### src/rtl/fc1_frame_sched_if.sv
// Handshake bundle between the layer-2 stream, the FC1 scheduler and FC1 itself.
// master = stream/FC1 side, slave = scheduler side.
interface fc1_frame_sched_if;
  logic up_valid;
  logic up_ready;
  logic fc1_valid_in;
  logic fc1_out_valid;

  modport master (
    output up_valid,
    output fc1_out_valid,
    input  up_ready,
    input  fc1_valid_in
  );

  modport slave (
    input  up_valid,
    input  fc1_out_valid,
    output up_ready,
    output fc1_valid_in
  );
endinterface

### src/rtl/fc1_frame_sched.sv
// Frame scheduler for FC1: gates input beats into FC1, counts its output beats,
// and supervises it with a watchdog and sticky protocol-error flags.
module fc1_frame_sched #(
  parameter int IN_BEATS  = 16,
  parameter int OUT_BEATS = 32,
  parameter int TIMEOUT   = 20000,
  parameter int TO_W      = 15,
  parameter int CNT_W     = 16
) (
  input  logic                 clk,
  input  logic                 rst_n,
  fc1_frame_sched_if.slave     bus,
  input  logic                 enable,
  input  logic                 weights_ready,
  input  logic                 err_clr,
  output logic                 busy,
  output logic                 frame_done,
  output logic [CNT_W-1:0]     frame_cnt,
  output logic                 err_timeout,
  output logic                 err_proto
);
  localparam int IN_W  = $clog2(IN_BEATS + 1);
  localparam int OUT_W = $clog2(OUT_BEATS + 1);

  typedef enum logic [2:0] {IDLE, FEED, WAIT_OUT, DONE, ERR} state_t;

  state_t             state_q, state_d;
  logic               busy_q, busy_d;
  logic               frame_done_q, frame_done_d;
  logic               err_timeout_q, err_timeout_d;
  logic               err_proto_q, err_proto_d;
  logic [CNT_W-1:0]   frame_cnt_q, frame_cnt_d;
  logic [IN_W-1:0]    in_cnt_q, in_cnt_d;
  logic [OUT_W-1:0]   out_cnt_q, out_cnt_d;
  logic [TO_W-1:0]    to_cnt_q, to_cnt_d;

  // Zero-latency pass-through: FC1 only sees beats while we are loading it.
  assign bus.up_ready     = (state_q == FEED);
  assign bus.fc1_valid_in = bus.up_valid & bus.up_ready;

  always_comb begin
    state_d       = state_q;
    busy_d        = busy_q;
    frame_done_d  = 1'b0;
    err_timeout_d = err_timeout_q;
    err_proto_d   = err_proto_q;
    frame_cnt_d   = frame_cnt_q;
    in_cnt_d      = in_cnt_q;
    out_cnt_d     = out_cnt_q;
    to_cnt_d      = to_cnt_q;

    case (state_q)
      IDLE: begin
        if (bus.fc1_out_valid) begin
          state_d     = ERR;
          err_proto_d = 1'b1;
          busy_d      = 1'b1;
        end else if (enable && weights_ready) begin
          state_d  = FEED;
          busy_d   = 1'b1;
          in_cnt_d = '0;
        end
      end
      FEED: begin
        if (bus.fc1_out_valid) begin
          state_d     = ERR;
          err_proto_d = 1'b1;
        end else if (bus.up_valid) begin
          in_cnt_d = in_cnt_q + IN_W'(1);
          if (in_cnt_q == IN_W'(IN_BEATS - 1)) begin
            state_d   = WAIT_OUT;
            out_cnt_d = '0;
            to_cnt_d  = '0;
          end
        end
      end
      WAIT_OUT: begin
        to_cnt_d = to_cnt_q + TO_W'(1);
        if (bus.fc1_out_valid) begin
          out_cnt_d = out_cnt_q + OUT_W'(1);
        end
        // The final output beat beats the watchdog when both land together.
        if (bus.fc1_out_valid && (out_cnt_q == OUT_W'(OUT_BEATS - 1))) begin
          state_d      = DONE;
          frame_done_d = 1'b1;
          frame_cnt_d  = frame_cnt_q + CNT_W'(1);
        end else if (to_cnt_q == TO_W'(TIMEOUT - 1)) begin
          state_d       = ERR;
          err_timeout_d = 1'b1;
        end
      end
      DONE: begin
        if (bus.fc1_out_valid) begin
          state_d     = ERR;
          err_proto_d = 1'b1;
        end else begin
          state_d = IDLE;
          busy_d  = 1'b0;
        end
      end
      ERR: begin
        if (err_clr) begin
          state_d       = IDLE;
          busy_d        = 1'b0;
          err_timeout_d = 1'b0;
          err_proto_d   = 1'b0;
        end
      end
      default: state_d = IDLE;
    endcase
  end

  always_ff @(posedge clk) begin
    if (!rst_n) begin
      state_q       <= IDLE;
      busy_q        <= 1'b0;
      frame_done_q  <= 1'b0;
      err_timeout_q <= 1'b0;
      err_proto_q   <= 1'b0;
      frame_cnt_q   <= '0;
      in_cnt_q      <= '0;
      out_cnt_q     <= '0;
      to_cnt_q      <= '0;
    end else begin
      state_q       <= state_d;
      busy_q        <= busy_d;
      frame_done_q  <= frame_done_d;
      err_timeout_q <= err_timeout_d;
      err_proto_q   <= err_proto_d;
      frame_cnt_q   <= frame_cnt_d;
      in_cnt_q      <= in_cnt_d;
      out_cnt_q     <= out_cnt_d;
      to_cnt_q      <= to_cnt_d;
    end
  end

  assign busy        = busy_q;
  assign frame_done  = frame_done_q;
  assign frame_cnt   = frame_cnt_q;
  assign err_timeout = err_timeout_q;
  assign err_proto   = err_proto_q;
endmodule

### src/flat_wrapper.sv
// flat-port wrapper written by rule: the top's interface ports become plain ports
module fc1_frame_sched_flat 
#(
  parameter int IN_BEATS  = 16,
  parameter int OUT_BEATS = 32,
  parameter int TIMEOUT   = 20000,
  parameter int TO_W      = 15,
  parameter int CNT_W     = 16
)
  (clk, rst_n, enable, weights_ready, err_clr, busy, frame_done, frame_cnt, err_timeout, err_proto, bus_up_valid, bus_fc1_out_valid, bus_up_ready, bus_fc1_valid_in);
  fc1_frame_sched_if bus_i ();
  input  logic clk;
  input  logic rst_n;
  input  logic enable;
  input  logic weights_ready;
  input  logic err_clr;
  output logic busy;
  output logic frame_done;
  output logic [CNT_W-1:0] frame_cnt;
  output logic err_timeout;
  output logic err_proto;
  input wire logic [$bits(bus_i.up_valid)-1:0] bus_up_valid;
  input wire logic [$bits(bus_i.fc1_out_valid)-1:0] bus_fc1_out_valid;
  output wire logic [$bits(bus_i.up_ready)-1:0] bus_up_ready;
  output wire logic [$bits(bus_i.fc1_valid_in)-1:0] bus_fc1_valid_in;
  assign bus_i.up_valid = bus_up_valid;
  assign bus_i.fc1_out_valid = bus_fc1_out_valid;
  assign bus_up_ready = bus_i.up_ready;
  assign bus_fc1_valid_in = bus_i.fc1_valid_in;
  fc1_frame_sched #(.IN_BEATS(IN_BEATS), .OUT_BEATS(OUT_BEATS), .TIMEOUT(TIMEOUT), .TO_W(TO_W), .CNT_W(CNT_W)) u_core (.clk(clk), .rst_n(rst_n), .bus(bus_i), .enable(enable), .weights_ready(weights_ready), .err_clr(err_clr), .busy(busy), .frame_done(frame_done), .frame_cnt(frame_cnt), .err_timeout(err_timeout), .err_proto(err_proto));
endmodule
### config.mk
export PLATFORM = sky130hd
export DESIGN_NAME = fc1_frame_sched_flat
export DESIGN_NICKNAME = d
export VERILOG_FILES = /design/src/rtl/fc1_frame_sched_if.sv /design/src/rtl/fc1_frame_sched.sv /design/src/flat_wrapper.sv
export SDC_FILE = /design/constraint.sdc
export NUM_CORES = 1
export LEC_CHECK = 0
export BUFFER_PORTS_ARGS = -buffer_cell sky130_fd_sc_hd__buf_2
export CAP_MARGIN = 20
export CORE_ASPECT_RATIO = 0.7
export CORE_UTILIZATION = 40
export DETAILED_ROUTE_END_ITERATION = 7
export PLACE_DENSITY = 0.57
export SLEW_MARGIN = 20
export SYNTH_ARGS = -nofsm -noshare
export SYNTH_HDL_FRONTEND = slang
export SYNTH_SLANG_ARGS = --single-unit
### constraint.sdc
create_clock -name clk -period 2.8 [get_ports clk]
set_input_delay 0.56 -clock clk [delete_from_list [all_inputs] [get_ports clk]]
set_output_delay 0.56 -clock clk [all_outputs]
set_load 0.01 [all_outputs]
# Word-level counts from Yosys, hierarchy flattened
# Index checks and enable logic that the tools add are counted.
# classes
bitwise	1
mux	35
add_sub_neg	4
n_reduce_logical	18
n_eq_ne	22
# op_table
op	count
$mux 15	3
$pmux 15 s2	1
$mux 3	9
$mux 6	4
$mux 5	4
$add 16x1->16 const B	1
$ne 2x2->1 const B	8
$add 15x1->15 const B	1
$eq 15x15->1 const B	1
$pmux 3 s5	1
$reduce_and 5->1	3
$pmux 6 s2	1
$reduce_and 4->1	3
$pmux 5 s2	1
$mux 1	8
$reduce_bool 2->1	4
$add 6x1->6 const B	1
$eq 3x2->1 const B	2
$eq 6x5->1 const B	1
$ne 2x1->1 const B	3
$ne 3x3->1 const B	2
$add 5x1->5 const B	1
$eq 5x4->1 const B	1
$pmux 1 s2	2
other kinds (12)	14
# totals
regBits	49
in_bits	7
out_inout_bits	22
elab_cells	89

# Longest topological paths before layout
# Gate-level depths: netlist (run 1).
# depth
ltp_word	5
ltp_mapped	9

# Least setup slack after synthesis (run 1)
# No wires, ideal clock.
# synth_path
kind	register -> register
startpoint	register u_core.in_cnt_q[0]
endpoint	register u_core.to_cnt_q[10]
synth_period_minus_slack_ns	2.375
t_required_ns	2.665
path_stages_with_launch	10
path_buffers	2
path_slack_ns	0.425
t_arrival_ns	2.240
setup_time_ns	0.135
cell_sequence	dfxtp_1 -> ha_1 -> and3_1 -> ha_1 -> nor4bb_1 -> a21oi_1 -> clkbuf_1 -> clkbuf_1 -> o311ai_0 -> o41ai_1
# synth_between
elab_chain_len	3
# synth_lines
element	line_no	text
start: declaration	fc1_frame_sched.sv:33	logic [IN_W-1:0] in_cnt_q, in_cnt_d;
start signal: assignment	fc1_frame_sched.sv:131	in_cnt_q <= in_cnt_d;
$eq 5x4->1	fc1_frame_sched.sv:70	if (in_cnt_q == IN_W'(IN_BEATS - 1)) begin
$ne 2x2->1 (no line)	-	
$reduce_and 4->1 (no line)	-	
end signal: assignment	fc1_frame_sched.sv:133	to_cnt_q <= to_cnt_d;
end: declaration	fc1_frame_sched.sv:35	logic [TO_W-1:0] to_cnt_q, to_cnt_d;
# No other way between the ends.
# A chain may end at the register's enable or synchronous reset.

# Final worst setup path (run 1)
# layout_path
startpoint	register u_core.in_cnt_q[0]
endpoint	register u_core.to_cnt_q[5]
# Same word-level chain as after synthesis.

==> out/summary.txt, run 1 <==
Slew headroom: 0.5147
WP data arrival: 2.73 ns
Worst Skew: 0.01234 ns
Root Buffer: clkbuf_8
Critical Path Max Stage Delay: 0.46 ns
pwr dens: 427.6 nW/um2
H-tree levels: 2
fraction of layout instances using a drive strength above 1: 0.1353
ant diodes: 0
CP max FO: 14
Comb pwr share: 0.098
clock slew at reported path FFs: 0.09 ns
Mapped Cells: 317
Layout Nets: 353
worst-path cell chain: ha_1, and3_1, ha_1, nor4bb_2, a21oi_1, buf_4, or4_1, a21oi_1
Routability Congestion: 0.8582
Num CTS Buffers: 5
placed insts: 412
Seq pwr share: 0.581
Lkg Pwr: 1.035 nW
minimum clock period: 2.492 ns
GR Overflow Total: 0
Fmax: 401.3 MHz
hold buffer count at cts: 0
hold slack: 0.4755 ns
Sinks on Clock Net: 49
RSZ-0062 raised after global routing: false
first-pass GRT wire length: 10.17 mm
Worst-Skew Late Latency: 0.30 ns
syn nets: 329
Pre-antenna DRT Iters: 4
vias in the first global route: 2056
total number of vias: 2476
Cell Area, Placed: 2829 um2
final setup vio count: 0
largest net degree at the start of global routing: 33
WL/cell: 14.72 um
drt total wl: 6.155 mm
Tcrit/Tclk final: 0.8900
total power: 1.244 mW
RR Startpoint: u_core.in_cnt_q[0]
setup_tns: 0 ns
Die Ht: 69.60 um
DR DRC count: 0
Slew @ Worst Pin: 0.7279 ns
Synth cell types: 46
switching power: 0.3311 mW
area fraction of the dominant cell type after synthesis: 0.3757
status: completed
count of final max-slew check failures: 0
Net Sw Frac: 0.2662
Cell Int Power: 0.9128 mW
most frequent cells in the layout: dfxtp_1 (49), buf_2 (28), nand2_1 (24), a21oi_1 (24)
Slowest-stage cell, CP: or4_1
post-synth top area cell: dfxtp_1
Hold Crit Start: u_core.frame_cnt[15]
total of max-cap violations: 0
fillers: 617
post-route cell area: 2909 um2
Antenna Nets Post-Route: 0
synth top area cells: dfxtp_1 (38%), a21oi_1 (4.6%), mux2i_1 (4.6%)
critical path launch point: u_core.in_cnt_q[0]
DP Wirelength: 4.318 mm
EDFF count, synth: 0
Initial Utilization: 0.4161
cell area after synthesis: 2611 um2
IO Count: 29
Vias per Instance: 5.923
row cnt: 24
sequential element share of the synthesized area: 0.3757
yosys warns: 0
Setup crit end kind: flop
post-CTS setup buffer count: 0
FFs w/ async S/R, synth: 0
Global Route Usage Sum: 0.1848
Die Span X: 98.57 um
crit path kind: flop to flop
CTS tree: yes
die area: 6860 um2
Core Region: 6276 um2
Clock power frac: 0.321
Startpoint Class: flop
initial antenna violation count: 0
IO Port Bufs: 28
fin cells: 418
CP Buf/Inv Count: 1
#FFs+latches synth: 49
Syn Area/Cell: 8.237 um2
final hold violation count: 0
VDD IR max: 0.2160 mV
CP required: 3.04 ns
area grow syn2layout: 11.40%
HP Class: flop to flop
critical path's top delay family: simple AND/OR/NAND/NOR gates
most common cell after layout, fill and taps aside: dfxtp_1
Most used DFF post-synth: dfxtp_1
1st-iter DRT viols: 128
CTS Buffer Depth: 2
## area by class of cell
| cell class | count | area, um2 | area share |
|---|---|---|---|
| multi-input cells | 240 | 1523 | 0.5234 |
| flip-flops and latches | 49 | 980.9 | 0.3372 |
| repair buffers | 36 | 200.2 | 0.06882 |
| well taps | 78 | 97.59 | 0.03355 |
| clock buffers | 5 | 68.82 | 0.02366 |
| inverters | 9 | 33.78 | 0.01161 |
| clock inverters | 1 | 5.005 | 0.001720 |
## kinds of logic (layout without fill, tap and decap cells)
group	count (synthesis)	count (layout)	share of synthesized area
adders and majority gates	5	5	0.02396
xor gates and xnor gates	3	3	0.01006
muxes	12	12	0.04600
and+or+nand+nor	149	149	0.3282
AOI/OAI and AO/OA	71	71	0.1725
DFF	49	49	0.3757
buffers and inverters	28	51	0.04360
## registers in the layout, indices dropped and copies added (netlist names)
register and cells:
u_core.busy 1, u_core.to_cnt_q 15, u_core.in_cnt_q 5, u_core.out_cnt_q 6
u_core.frame_cnt 16, u_core.frame_done 1, u_core.err_timeout 1, u_core.err_proto 1
u_core.state_q 3
## worst reg2reg max path: cells and delay by family, from the launching register on
| family | cells | cell delay, ns |
|---|---|---|
| AOI/OAI and AO/OA | 2 | 0.38 |
| adders and majority gates | 2 | 0.40 |
| and+or+nand+nor | 3 | 1.04 |
| DFF | 1 | 0.39 |
| buffers and inverters | 1 | 0.23 |
## stage by stage
stage               worst slack, ns  utilization
detailed placement           0.2215       0.4508
CTS                          0.2018       0.4625
global placement             0.2703       0.4508
floorplan                    0.4251            -
finish                       0.3079       0.4635
global route                 0.1073       0.4635
## per-layer routing
metal / GRT usage / vias to the layer above / part of all wire
met5: 0 / - / 0
met4: 0.04478 / 0 / 0.0068
met3: 0.03931 / 5 / 0.060
met2: 0.2340 / 73 / 0.39
met1: 0.3037 / 1153 / 0.54
li1: - / 1245 / -
## final timing paths
| kind | slack [ns] | to | depth (start not counted) |
|---|---|---|---|
| max | 0.31 | u_core.to_cnt_q[5] | 8 |
| min | 0.48 | u_core.frame_cnt[15] | 2 |
| max reg2reg | 0.31 | u_core.to_cnt_q[5] | 8 |
| min reg2reg | 0.48 | u_core.frame_cnt[15] | 2 |
## power by group through the flow
stage	combinational, mW	clock, mW	sequential [mW]
6_report	0.122	0.399	0.723
5_1_grt	0.136	0.445	0.726
2_1_floorplan	0.0868	0	0.732
4_1_cts	0.121	0.411	0.722
3_3_place_gp	0.120	0	0.739
3_5_place_dp	0.121	0	0.739
## synthesized netlist by cell type, drive strengths merged (2+ instances only)
| cell | n |
|---|---|
| a21oi | 24 |
| a22oi | 2 |
| a31oi | 4 |
| and2 | 2 |
| and3 | 6 |
| and4 | 5 |
| buf | 2 |
| clkbuf | 17 |
| dfxtp | 49 |
| ha | 5 |
| inv | 9 |
| mux2i | 12 |
| nand2 | 24 |
| nand2b | 16 |
| nand3 | 15 |
| nand4 | 13 |
| nor2 | 14 |
| nor2b | 2 |
| nor3 | 13 |
| nor3b | 2 |
| nor4 | 4 |
| o21ai | 16 |
| o311ai | 5 |
| o31ai | 7 |
| o41ai | 6 |
| or3 | 12 |
| or3b | 2 |
| or4 | 13 |
| xnor2 | 2 |
## repair_timing
item	in CTS	in global routing
setup endpoints to repair	0	1
resized for setup	0	1
hold endpoints to repair	0	0
(Power assumes the default switching activity.)
==> inputs of run 2 (changes only) <==
==> constraint.sdc (replaced) <==
create_clock -name clk -period 2.6 [get_ports clk]
set_input_delay 0.52 -clock clk [delete_from_list [all_inputs] [get_ports clk]]
set_output_delay 0.52 -clock clk [all_outputs]
set_load 0.01 [all_outputs]
==> run 2 against run 1 <==
Net effect:
- clock-buffer cell count up 1
- combinational power up 22%
- flip-flop and latch count unchanged
- first-iteration DRC count down 10%
- critical path depth unchanged
- clock skew down 0.0055 ns
- design area up 1.3%
- critical path type unchanged
- critical endpoint is now u_core.to_cnt_q[3]
- largest cell class unchanged
==> out/summary.txt, run 2 (same netlist as run 1, synthesis figures left out) <==
Startpoint Class: flop
Slowest-stage cell, CP: or4_1
pwr dens: 458.6 nW/um2
total power: 1.352 mW
vias in the first global route: 2141
Routability Congestion: 0.8605
crit path kind: flop to flop
Slew headroom: 0.5790
fin cells: 424
IO Port Bufs: 28
setup_tns: 0 ns
Global Route Usage Sum: 0.1870
Initial Utilization: 0.4161
WL/cell: 14.58 um
Pre-antenna DRT Iters: 4
CP max FO: 12
Setup crit end kind: flop
post-CTS setup buffer count: 0
most common cell after layout, fill and taps aside: dfxtp_1
die area: 6860 um2
CTS Buffer Depth: 2
RSZ-0062 raised after global routing: false
Cell Int Power: 0.9977 mW
final setup vio count: 0
hold buffer count at cts: 0
post-CTS resize count: 0
reg2reg setup slack: 0.22 ns
switching power: 0.3543 mW
final core occ: 0.4697
most frequent cells in the layout: dfxtp_1 (49), buf_2 (28), nand2_1 (24), a21oi_1 (24)
H-tree levels: 2
Root Buffer: clkbuf_8
1st-iter DRT viols: 115
VDD IR max: 0.2670 mV
Critical Path Max Stage Delay: 0.47 ns
total of max-cap violations: 0
count of final max-slew check failures: 0
Clock power frac: 0.322
Seq pwr share: 0.567
Fmax: 419.5 MHz
row cnt: 24
CP required: 2.83 ns
Slew @ Worst Pin: 0.6257 ns
area grow syn2layout: 12.89%
first-pass GRT wire length: 10.39 mm
Core Region: 6276 um2
IO Count: 29
WP data arrival: 2.62 ns
clock slew at reported path FFs: 0.09 ns
largest net degree at the start of global routing: 33
Layout Nets: 357
GR Overflow Total: 0
drt total wl: 6.182 mm
total number of vias: 2416
fillers: 627
number of flip-flops under the largest register name: 16
placed insts: 416
Worst-Skew Late Latency: 0.30 ns
Tcrit/Tclk final: 0.9167
Comb pwr share: 0.110
CP Buf/Inv Count: 1
worst-path cell chain: ha_1, and3_1, ha_1, nor4bb_2, a21oi_1, buf_4, or4_1, a21oi_1
final hold violation count: 0
Worst Skew: 0.006832 ns
Die Ht: 69.60 um
critical path's top delay family: simple AND/OR/NAND/NOR gates
Die Span X: 98.57 um
Net Sw Frac: 0.2621
Sinks on Clock Net: 49
fraction of layout instances using a drive strength above 1: 0.1474
ant diodes: 0
HP Class: flop to flop
initial antenna violation count: 0
status: completed
Vias per Instance: 5.698
DP Wirelength: 4.415 mm
CTS tree: yes
DR DRC count: 0
Lkg Pwr: 1.060 nW
Antenna Nets Post-Route: 0
Num CTS Buffers: 5
minimum clock period: 2.384 ns
## run 2: cell types whose count changed in the layout (fill, tap and decap cells not counted), sizes merged
| cell | change |
|---|---|
| buf | +4 |
| clkbuf | +1 |
| clkinv | +1 |
## run 2: worst min-delay path, stage by stage, from the launching register on
cell,delay [ns]
dfxtp_1,0.32
nand2_1,0.05
mux2i_1,0.06
## run 2: worst paths after layout
check	endpoint	from	depth (start not counted)
setup / recovery	u_core.to_cnt_q[3]	u_core.in_cnt_q[0]	8
hold / removal	u_core.frame_cnt[15]	u_core.frame_cnt[15]	2
setup reg to reg	u_core.to_cnt_q[3]	u_core.in_cnt_q[0]	8
hold reg to reg	u_core.frame_cnt[15]	u_core.frame_cnt[15]	2
## run 2: routing by layer
layer / global-route usage / wire (um)
met5: 0 / 0
met4: 0.03980 / 25
met3: 0.03528 / 226
met2: 0.2543 / 2515
met1: 0.2981 / 3414
## run 2: power groups by stage
| stage | clock network, mW | logic (mW) | registers [mW] |
|---|---|---|---|
| after floorplan | 0 | 0.0935 | 0.788 |
| after detailed placement | 0 | 0.148 | 0.785 |
| final | 0.436 | 0.149 | 0.767 |
| after global routing | 0.489 | 0.168 | 0.769 |
| after global placement | 0 | 0.146 | 0.784 |
| after CTS | 0.450 | 0.148 | 0.767 |
## run 2: cell type report
class | count | area (um2) | area share
timing repair buffer | 40 | 230.2 | 0.07810
multi-input combinational | 240 | 1523 | 0.5166
inverter | 9 | 33.78 | 0.01146
clock inverter | 2 | 10.01 | 0.003396
tap | 78 | 97.59 | 0.03311
clock buffer | 6 | 72.57 | 0.02462
sequential | 49 | 980.9 | 0.3328
## run 2: per-stage QoR
step / cell area, um2 / hold slack, ns / setup slack [ns]
after floorplan: 2611 / 0.4382 / 0.2251
after global placement: 2859 / 0.4512 / 0.1851
after detailed placement: 2859 / 0.4686 / 0.1528
after CTS: 2942 / 0.4803 / 0.1395
after global routing: 2948 / 0.4996 / 0.001857
final: 2948 / 0.4725 / 0.2165
